**src/rtl/reg_file_sb_if.sv**
```systemverilog
// Register-file bus: write port, two read ports with pending flags, claim and clear control.
// The master drives addresses/data/control; the slave (reg_file_sb) returns read data and status.
interface reg_file_sb_if #(
    parameter int DATA_W = 16,
    parameter int ADDR_W = 3
);
    logic              we;
    logic [ADDR_W-1:0] W_Adr;
    logic [DATA_W-1:0] W;
    logic [ADDR_W-1:0] R_Adr;
    logic [ADDR_W-1:0] S_Adr;
    logic [DATA_W-1:0] R;
    logic [DATA_W-1:0] S;
    logic              claim;
    logic [ADDR_W-1:0] claim_adr;
    logic              r_pend;
    logic              s_pend;
    logic              clr;
    logic              clr_busy;
    logic              clr_done;

    modport master (
        output we, W_Adr, W, R_Adr, S_Adr, claim, claim_adr, clr,
        input  R, S, r_pend, s_pend, clr_busy, clr_done
    );

    modport slave (
        input  we, W_Adr, W, R_Adr, S_Adr, claim, claim_adr, clr,
        output R, S, r_pend, s_pend, clr_busy, clr_done
    );
endinterface

```
**src/rtl/reg_file_sb.sv**
```systemverilog
// Register file with per-register pending scoreboard and a sequenced clear engine.
// Optional macro REG_FILE_BYPASS_EN forwards same-cycle write data onto the read ports.
module reg_file_sb #(
    parameter int DATA_W  = 16,
    parameter int ADDR_W  = 3,
    parameter int ZERO_R0 = 0
) (
    input  logic         clk,
    input  logic         reset,
    reg_file_sb_if.slave bus
);
    localparam int DEPTH = 2 ** ADDR_W;

    localparam logic [1:0] ST_IDLE  = 2'd0;
    localparam logic [1:0] ST_CLEAR = 2'd1;
    localparam logic [1:0] ST_DONE  = 2'd2;

    logic [1:0]        state_reg;
    logic [1:0]        state_next;
    logic [ADDR_W-1:0] clr_cnt_reg;
    logic [ADDR_W-1:0] clr_cnt_next;

    logic idle;
    logic clearing;
    logic clr_start;
    logic last_clear;

    assign idle       = (state_reg == ST_IDLE);
    assign clearing   = (state_reg == ST_CLEAR);
    assign clr_start  = idle && bus.clr;
    assign last_clear = clearing && (clr_cnt_reg == ADDR_W'(DEPTH - 1));

    // Clear sequencer: one register zeroed per CLEAR cycle, then a single DONE cycle.
    always_comb begin
        state_next   = state_reg;
        clr_cnt_next = clr_cnt_reg;
        case (state_reg)
            ST_IDLE: begin
                if (bus.clr) begin
                    state_next   = ST_CLEAR;
                    clr_cnt_next = '0;
                end
            end
            ST_CLEAR: begin
                if (last_clear) begin
                    state_next = ST_DONE;
                end else begin
                    clr_cnt_next = clr_cnt_reg + 1'b1;
                end
            end
            ST_DONE: begin
                state_next   = ST_IDLE;
                clr_cnt_next = '0;
            end
            default: begin
                state_next   = ST_IDLE;
                clr_cnt_next = '0;
            end
        endcase
    end

    always_ff @(posedge clk) begin
        if (reset) begin
            state_reg   <= ST_IDLE;
            clr_cnt_reg <= '0;
        end else begin
            state_reg   <= state_next;
            clr_cnt_reg <= clr_cnt_next;
        end
    end

    assign bus.clr_busy = clearing;
    assign bus.clr_done = (state_reg == ST_DONE);

    logic [DATA_W-1:0] reg_q [DEPTH];
    logic [DEPTH-1:0]  pend_q;

    genvar gi;
    generate
        for (gi = 0; gi < DEPTH; gi++) begin : g_entry
            if (ZERO_R0 != 0 && gi == 0) begin : g_zero
                assign reg_q[gi]  = '0;
                assign pend_q[gi] = 1'b0;
            end else begin : g_reg
                localparam logic [ADDR_W-1:0] ADR = ADDR_W'(gi);

                logic [DATA_W-1:0] data_reg;
                logic              pend_reg;
                logic              wr_hit;
                logic              claim_hit;
                logic              clr_hit;

                assign wr_hit    = idle && bus.we && (bus.W_Adr == ADR);
                assign claim_hit = idle && bus.claim && (bus.claim_adr == ADR);
                assign clr_hit   = clearing && (clr_cnt_reg == ADR);

                always_ff @(posedge clk) begin
                    if (reset) begin
                        data_reg <= '0;
                        pend_reg <= 1'b0;
                    end else begin
                        if (wr_hit) begin
                            data_reg <= bus.W;
                        end else if (clr_hit) begin
                            data_reg <= '0;
                        end
                        // A claim in the same cycle as a write to this entry keeps it pending.
                        if (clr_start) begin
                            pend_reg <= 1'b0;
                        end else if (claim_hit) begin
                            pend_reg <= 1'b1;
                        end else if (wr_hit) begin
                            pend_reg <= 1'b0;
                        end
                    end
                end

                assign reg_q[gi]  = data_reg;
                assign pend_q[gi] = pend_reg;
            end
        end
    endgenerate

`ifdef REG_FILE_BYPASS_EN
    logic byp_r;
    logic byp_s;
    logic claim_r;
    logic claim_s;

    // Hardwired zero register is never forwarded.
    assign byp_r   = idle && bus.we && (bus.W_Adr == bus.R_Adr) &&
                     !(ZERO_R0 != 0 && bus.R_Adr == '0);
    assign byp_s   = idle && bus.we && (bus.W_Adr == bus.S_Adr) &&
                     !(ZERO_R0 != 0 && bus.S_Adr == '0);
    assign claim_r = idle && bus.claim && (bus.claim_adr == bus.R_Adr);
    assign claim_s = idle && bus.claim && (bus.claim_adr == bus.S_Adr);

    always_comb begin
        bus.R      = reg_q[bus.R_Adr];
        bus.S      = reg_q[bus.S_Adr];
        bus.r_pend = pend_q[bus.R_Adr];
        bus.s_pend = pend_q[bus.S_Adr];
        if (byp_r) begin
            bus.R      = bus.W;
            bus.r_pend = claim_r;
        end
        if (byp_s) begin
            bus.S      = bus.W;
            bus.s_pend = claim_s;
        end
    end
`else
    always_comb begin
        bus.R      = reg_q[bus.R_Adr];
        bus.S      = reg_q[bus.S_Adr];
        bus.r_pend = pend_q[bus.R_Adr];
        bus.s_pend = pend_q[bus.S_Adr];
    end
`endif

endmodule
```
**src/flat_wrapper.sv**
```systemverilog
// flat-port wrapper written by rule: the top's interface ports become plain ports
module reg_file_sb_flat 
#(
    parameter int DATA_W  = 16,
    parameter int ADDR_W  = 3,
    parameter int ZERO_R0 = 0
)
  (clk, reset, bus_we, bus_W_Adr, bus_W, bus_R_Adr, bus_S_Adr, bus_claim, bus_claim_adr, bus_clr, bus_R, bus_S, bus_r_pend, bus_s_pend, bus_clr_busy, bus_clr_done);
  reg_file_sb_if #(.DATA_W(DATA_W), .ADDR_W(ADDR_W)) bus_i ();
  input  logic clk;
  input  logic reset;
  input wire logic [$bits(bus_i.we)-1:0] bus_we;
  input wire logic [$bits(bus_i.W_Adr)-1:0] bus_W_Adr;
  input wire logic [$bits(bus_i.W)-1:0] bus_W;
  input wire logic [$bits(bus_i.R_Adr)-1:0] bus_R_Adr;
  input wire logic [$bits(bus_i.S_Adr)-1:0] bus_S_Adr;
  input wire logic [$bits(bus_i.claim)-1:0] bus_claim;
  input wire logic [$bits(bus_i.claim_adr)-1:0] bus_claim_adr;
  input wire logic [$bits(bus_i.clr)-1:0] bus_clr;
  output wire logic [$bits(bus_i.R)-1:0] bus_R;
  output wire logic [$bits(bus_i.S)-1:0] bus_S;
  output wire logic [$bits(bus_i.r_pend)-1:0] bus_r_pend;
  output wire logic [$bits(bus_i.s_pend)-1:0] bus_s_pend;
  output wire logic [$bits(bus_i.clr_busy)-1:0] bus_clr_busy;
  output wire logic [$bits(bus_i.clr_done)-1:0] bus_clr_done;
  assign bus_i.we = bus_we;
  assign bus_i.W_Adr = bus_W_Adr;
  assign bus_i.W = bus_W;
  assign bus_i.R_Adr = bus_R_Adr;
  assign bus_i.S_Adr = bus_S_Adr;
  assign bus_i.claim = bus_claim;
  assign bus_i.claim_adr = bus_claim_adr;
  assign bus_i.clr = bus_clr;
  assign bus_R = bus_i.R;
  assign bus_S = bus_i.S;
  assign bus_r_pend = bus_i.r_pend;
  assign bus_s_pend = bus_i.s_pend;
  assign bus_clr_busy = bus_i.clr_busy;
  assign bus_clr_done = bus_i.clr_done;
  reg_file_sb #(.DATA_W(DATA_W), .ADDR_W(ADDR_W), .ZERO_R0(ZERO_R0)) u_core (.clk(clk), .reset(reset), .bus(bus_i));
endmodule
```
**config.mk**
```make
export PLATFORM = sky130hd
export DESIGN_NAME = reg_file_sb_flat
export DESIGN_NICKNAME = d
export VERILOG_FILES = /design/src/rtl/reg_file_sb_if.sv /design/src/rtl/reg_file_sb.sv /design/src/flat_wrapper.sv
export SDC_FILE = /design/constraint.sdc
export NUM_CORES = 1
export LEC_CHECK = 0
export BUFFER_PORTS_ARGS = -buffer_cell sky130_fd_sc_hd__buf_2
export CAP_MARGIN = 40
export CORE_ASPECT_RATIO = 0.8
export CORE_MARGIN = 2
export CORE_UTILIZATION = 40
export CTS_CLUSTER_SIZE = 12
export DETAILED_ROUTE_END_ITERATION = 8
export SYNTH_ARGS = -nofsm -noshare
export SYNTH_HDL_FRONTEND = slang
export SYNTH_SLANG_ARGS = --single-unit
```
**constraint.sdc**
```tcl
create_clock -name clk -period 2.3 [get_ports clk]
set_input_delay 0.46 -clock clk [delete_from_list [all_inputs] [get_ports clk]]
set_output_delay 0.46 -clock clk [all_outputs]
set_load 0.05 [all_outputs]
```
==> summary.md <==
| Metric | Value |
|---|---|
| Hpwl dp | `17200 um` |
| ANT cells | `0` |
| RSZ-0062 raised after global routing | `true` |
| I/O Buffers | `68` |
| Max reg flops | `128` |
| Syn Inst Count | `675` |
| Syn nets | `714` |
| H-Tree Depth | `4` |
| Die height | `127 um` |
| Clock transition at path regs | `0.06 ns` |
| I/O pins | `69` |
| Post-synthesis sequential area ratio | `0.373` |
| Fillers | `1621` |
| Final Cycle Share | `1.00` |
| # setup viols final | `1` |
| Number of global-route vias before repair | `6466` |
| Core Region | `18300 um2` |
| Main combinational cell family by area after synthesis | `multiplexers` |
| Top FF cell, synth | `dfxtp_1` |
| Die X | `158 um` |
| Worst hold path class | `input pin to register` |
| Failing checks | `negative setup slack` |
| Status | `finished with violations` |
| GR Overflow Total | `0` |
| FMAX | `0.435 GHz` |
| Routed Antenna Nets | `0` |
| Final WL | `25100 um` |
| Post-Syn Area per Cell | `11.2 um2` |
| Setup ws final | `-0.00131 ns` |
| Initial DRC count | `837` |
| Worst Path Required | `1.84 ns` |
| Yosys reg bits | `141` |
| CTS tree | `built` |
| EDFF count, synth | `0` |
| Clock Tree Root | `clkbuf_16` |
| GRT Total Usage | `0.258` |
| Vias per inst | `6.58` |
| Ys async rst share | `0` |
| Compound-Gate Fraction of Synth Area | `0.170` |
| Worst Skew | `0.00522 ns` |
| Initial core utilization | `0.413` |
| Crit path kind | `input pin to primary output` |
| Die ar. | `20000 um2` |
| Pwr Total | `6170 uW` |
| Post-synth cell types | `34` |
| Worst Max-Slew Pin Slew | `0.852 ns` |
| CP Launch Type | `input pin` |
| Fraction of layout cells with a size suffix above 1 | `0.363` |
| Max Root-Sink Buffers | `2` |
| CTS Buf Count | `17` |
| Cell Area, Synth | `7560 um2` |
| Row count | `44` |
| Placed cell count | `961` |
| Setup TNS | `-0.00131 ns` |
| Worst slack at placement | `-0.0342 ns` |
| CP Max Fanout | `6` |
| Peak supply drop | `540 uV` |
| Final cell count without fillers | `997` |
| Pwr/cell area | `685 nW/um2` |
| Routability congestion estimate | `0.888` |
| Max Cap Viol | `0` |
| Minimum clock period | `2.30 ns` |
| Final Max Tran Viols | `0` |
| Routed vias | `6561` |
| NumNets Final | `770` |
| Synth Area in Adders | `0.00992` |
| Synth Area in Simple Gates | `0.127` |
| Largest net degree at the start of global routing | `33` |
| Leak Pwr | `0.00332 uW` |
| Wire per inst | `25.2 um` |
| Final Hold Viols | `0` |
| Clk_lat worst skew | `0.43 ns` |
| Initial antenna violation count | `0` |
| Worst slew margin | `0.424` |
| Drt drc | `0` |
| CP Capture Type | `primary output` |
| Multiplexer share of the synthesized area | `0.255` |
| First drt pass iteration count | `6` |
| Syn-to-layout area delta | `19.0%` |
| CTS Sinks | `141` |
| Post-synthesis xor/xnor area fraction | `0.00116` |
| First-pass GRT wire length | `38700 um` |
| WP data arrival | `1.84 ns` |
| Yosys warns | `0` |
[Yosys cell counts, types with 7 or more instances]
cell      number  share of area
buf_6          9          0.013
dfxtp_1      141           0.37
buf_2         34          0.022
buf_1         12         0.0060
a32o_1         8          0.011
clkbuf_1      31          0.015
nand2b_1      18          0.015
a31o_1       128           0.15
or2_1          8         0.0066
nor3_1       132          0.087
clkbuf_2       7         0.0046
mux4_2        68           0.20
mux2_2        35          0.052
[cell usage in the layout, fill, tap and decap left out, types with 6 or more instances in the layout]
cell,n
dfxtp_1,141
nor3_1,132
a31o_1,128
mux4_2,68
buf_4,63
buf_2,53
mux2_2,35
nand2b_1,18
clkbuf_16,17
or2_1,8
a32o_1,8
ha_1,6
buf_12,6
[layout make-up]
| type | count | area, um2 | share of cell area |
|---|---|---|---|
| Multi-Input combinational cell | 437 | 4270 | 0.475 |
| Sequential cell | 141 | 2820 | 0.314 |
| Timing Repair Buffer | 130 | 965 | 0.107 |
| Clock buffer | 17 | 425 | 0.0472 |
| Tap cell | 253 | 317 | 0.0352 |
| Clock inverter | 15 | 185 | 0.0206 |
| Inverter | 4 | 15.0 | 0.00167 |
[critical path: stages]
cell and delay (ns):
buf_2 0.15, buf_4 0.19, mux4_2 0.53, mux2_2 0.29, buf_2 0.21
[path summary, 6_finish.rpt]
check / start / to / slack [ns] / cells past startpoint
hold reg to reg: u_core.g_entry[4].g_reg.data_reg[4] / u_core.g_entry[4].g_reg.data_reg[4] / 0.49 / 1
hold / removal: bus_clr / u_core.state_reg[0] / 0.41 / 3
setup / recovery: bus_R_Adr[0] / bus_R[3] / -0.001 / 5
setup reg to reg: u_core.state_reg[1] / u_core.g_entry[3].g_reg.pend_reg / 0.41 / 4
[cells by family (layout without fill, tap and decap cells)]
kind of cell / Yosys count / in the layout
AOI/OAI and AO/OA: 149 / 149
xor gates and xnor gates: 1 / 1
adders and majority gates: 6 / 6
buffers and inverters: 97 / 166
DFF: 141 / 141
muxes: 103 / 103
and+or+nand+nor: 178 / 178
[report_power, final]
part / internal, uW / switching (uW)
registers: 2490 / 39.7
logic: 278 / 479
clock network: 1720 / 1160
total: 4490 / 1680
[through the flow]
| step | utilization | hold slack (ns) | cell area [um2] |
|---|---|---|---|
| 6_report | 0.491 | 0.406 | 9000 |
| 5_1_grt | 0.491 | 0.434 | 9000 |
| 4_1_cts | 0.489 | 0.385 | 8970 |
| 3_5_place_dp | 0.452 | 0.481 | 8290 |
| 3_3_place_gp | 0.451 | 0.470 | 8260 |
| 2_1_floorplan | - | 0.461 | 7580 |
[routing by layer]
metal | global-route usage | routed length [um] | vias up
met5 | 0 | 0 | -
met3 | 0.0726 | 2360 | 52
met2 | 0.404 | 11900 | 378
met4 | 0.0925 | 653 | 0
li1 | - | - | 2787
met1 | 0.344 | 10200 | 3344
[repair_timing]
| action | CTS | global route |
|---|---|---|
| gates resized for setup | 15 | 8 |
| buffers inserted | 0 | 3 |
| hold buffers | 0 | 0 |
| gates cloned | 1 | 0 |
| endpoints found under the setup margin | 16 | 22 |
Note: power is estimated with default switching activity, not from simulation.
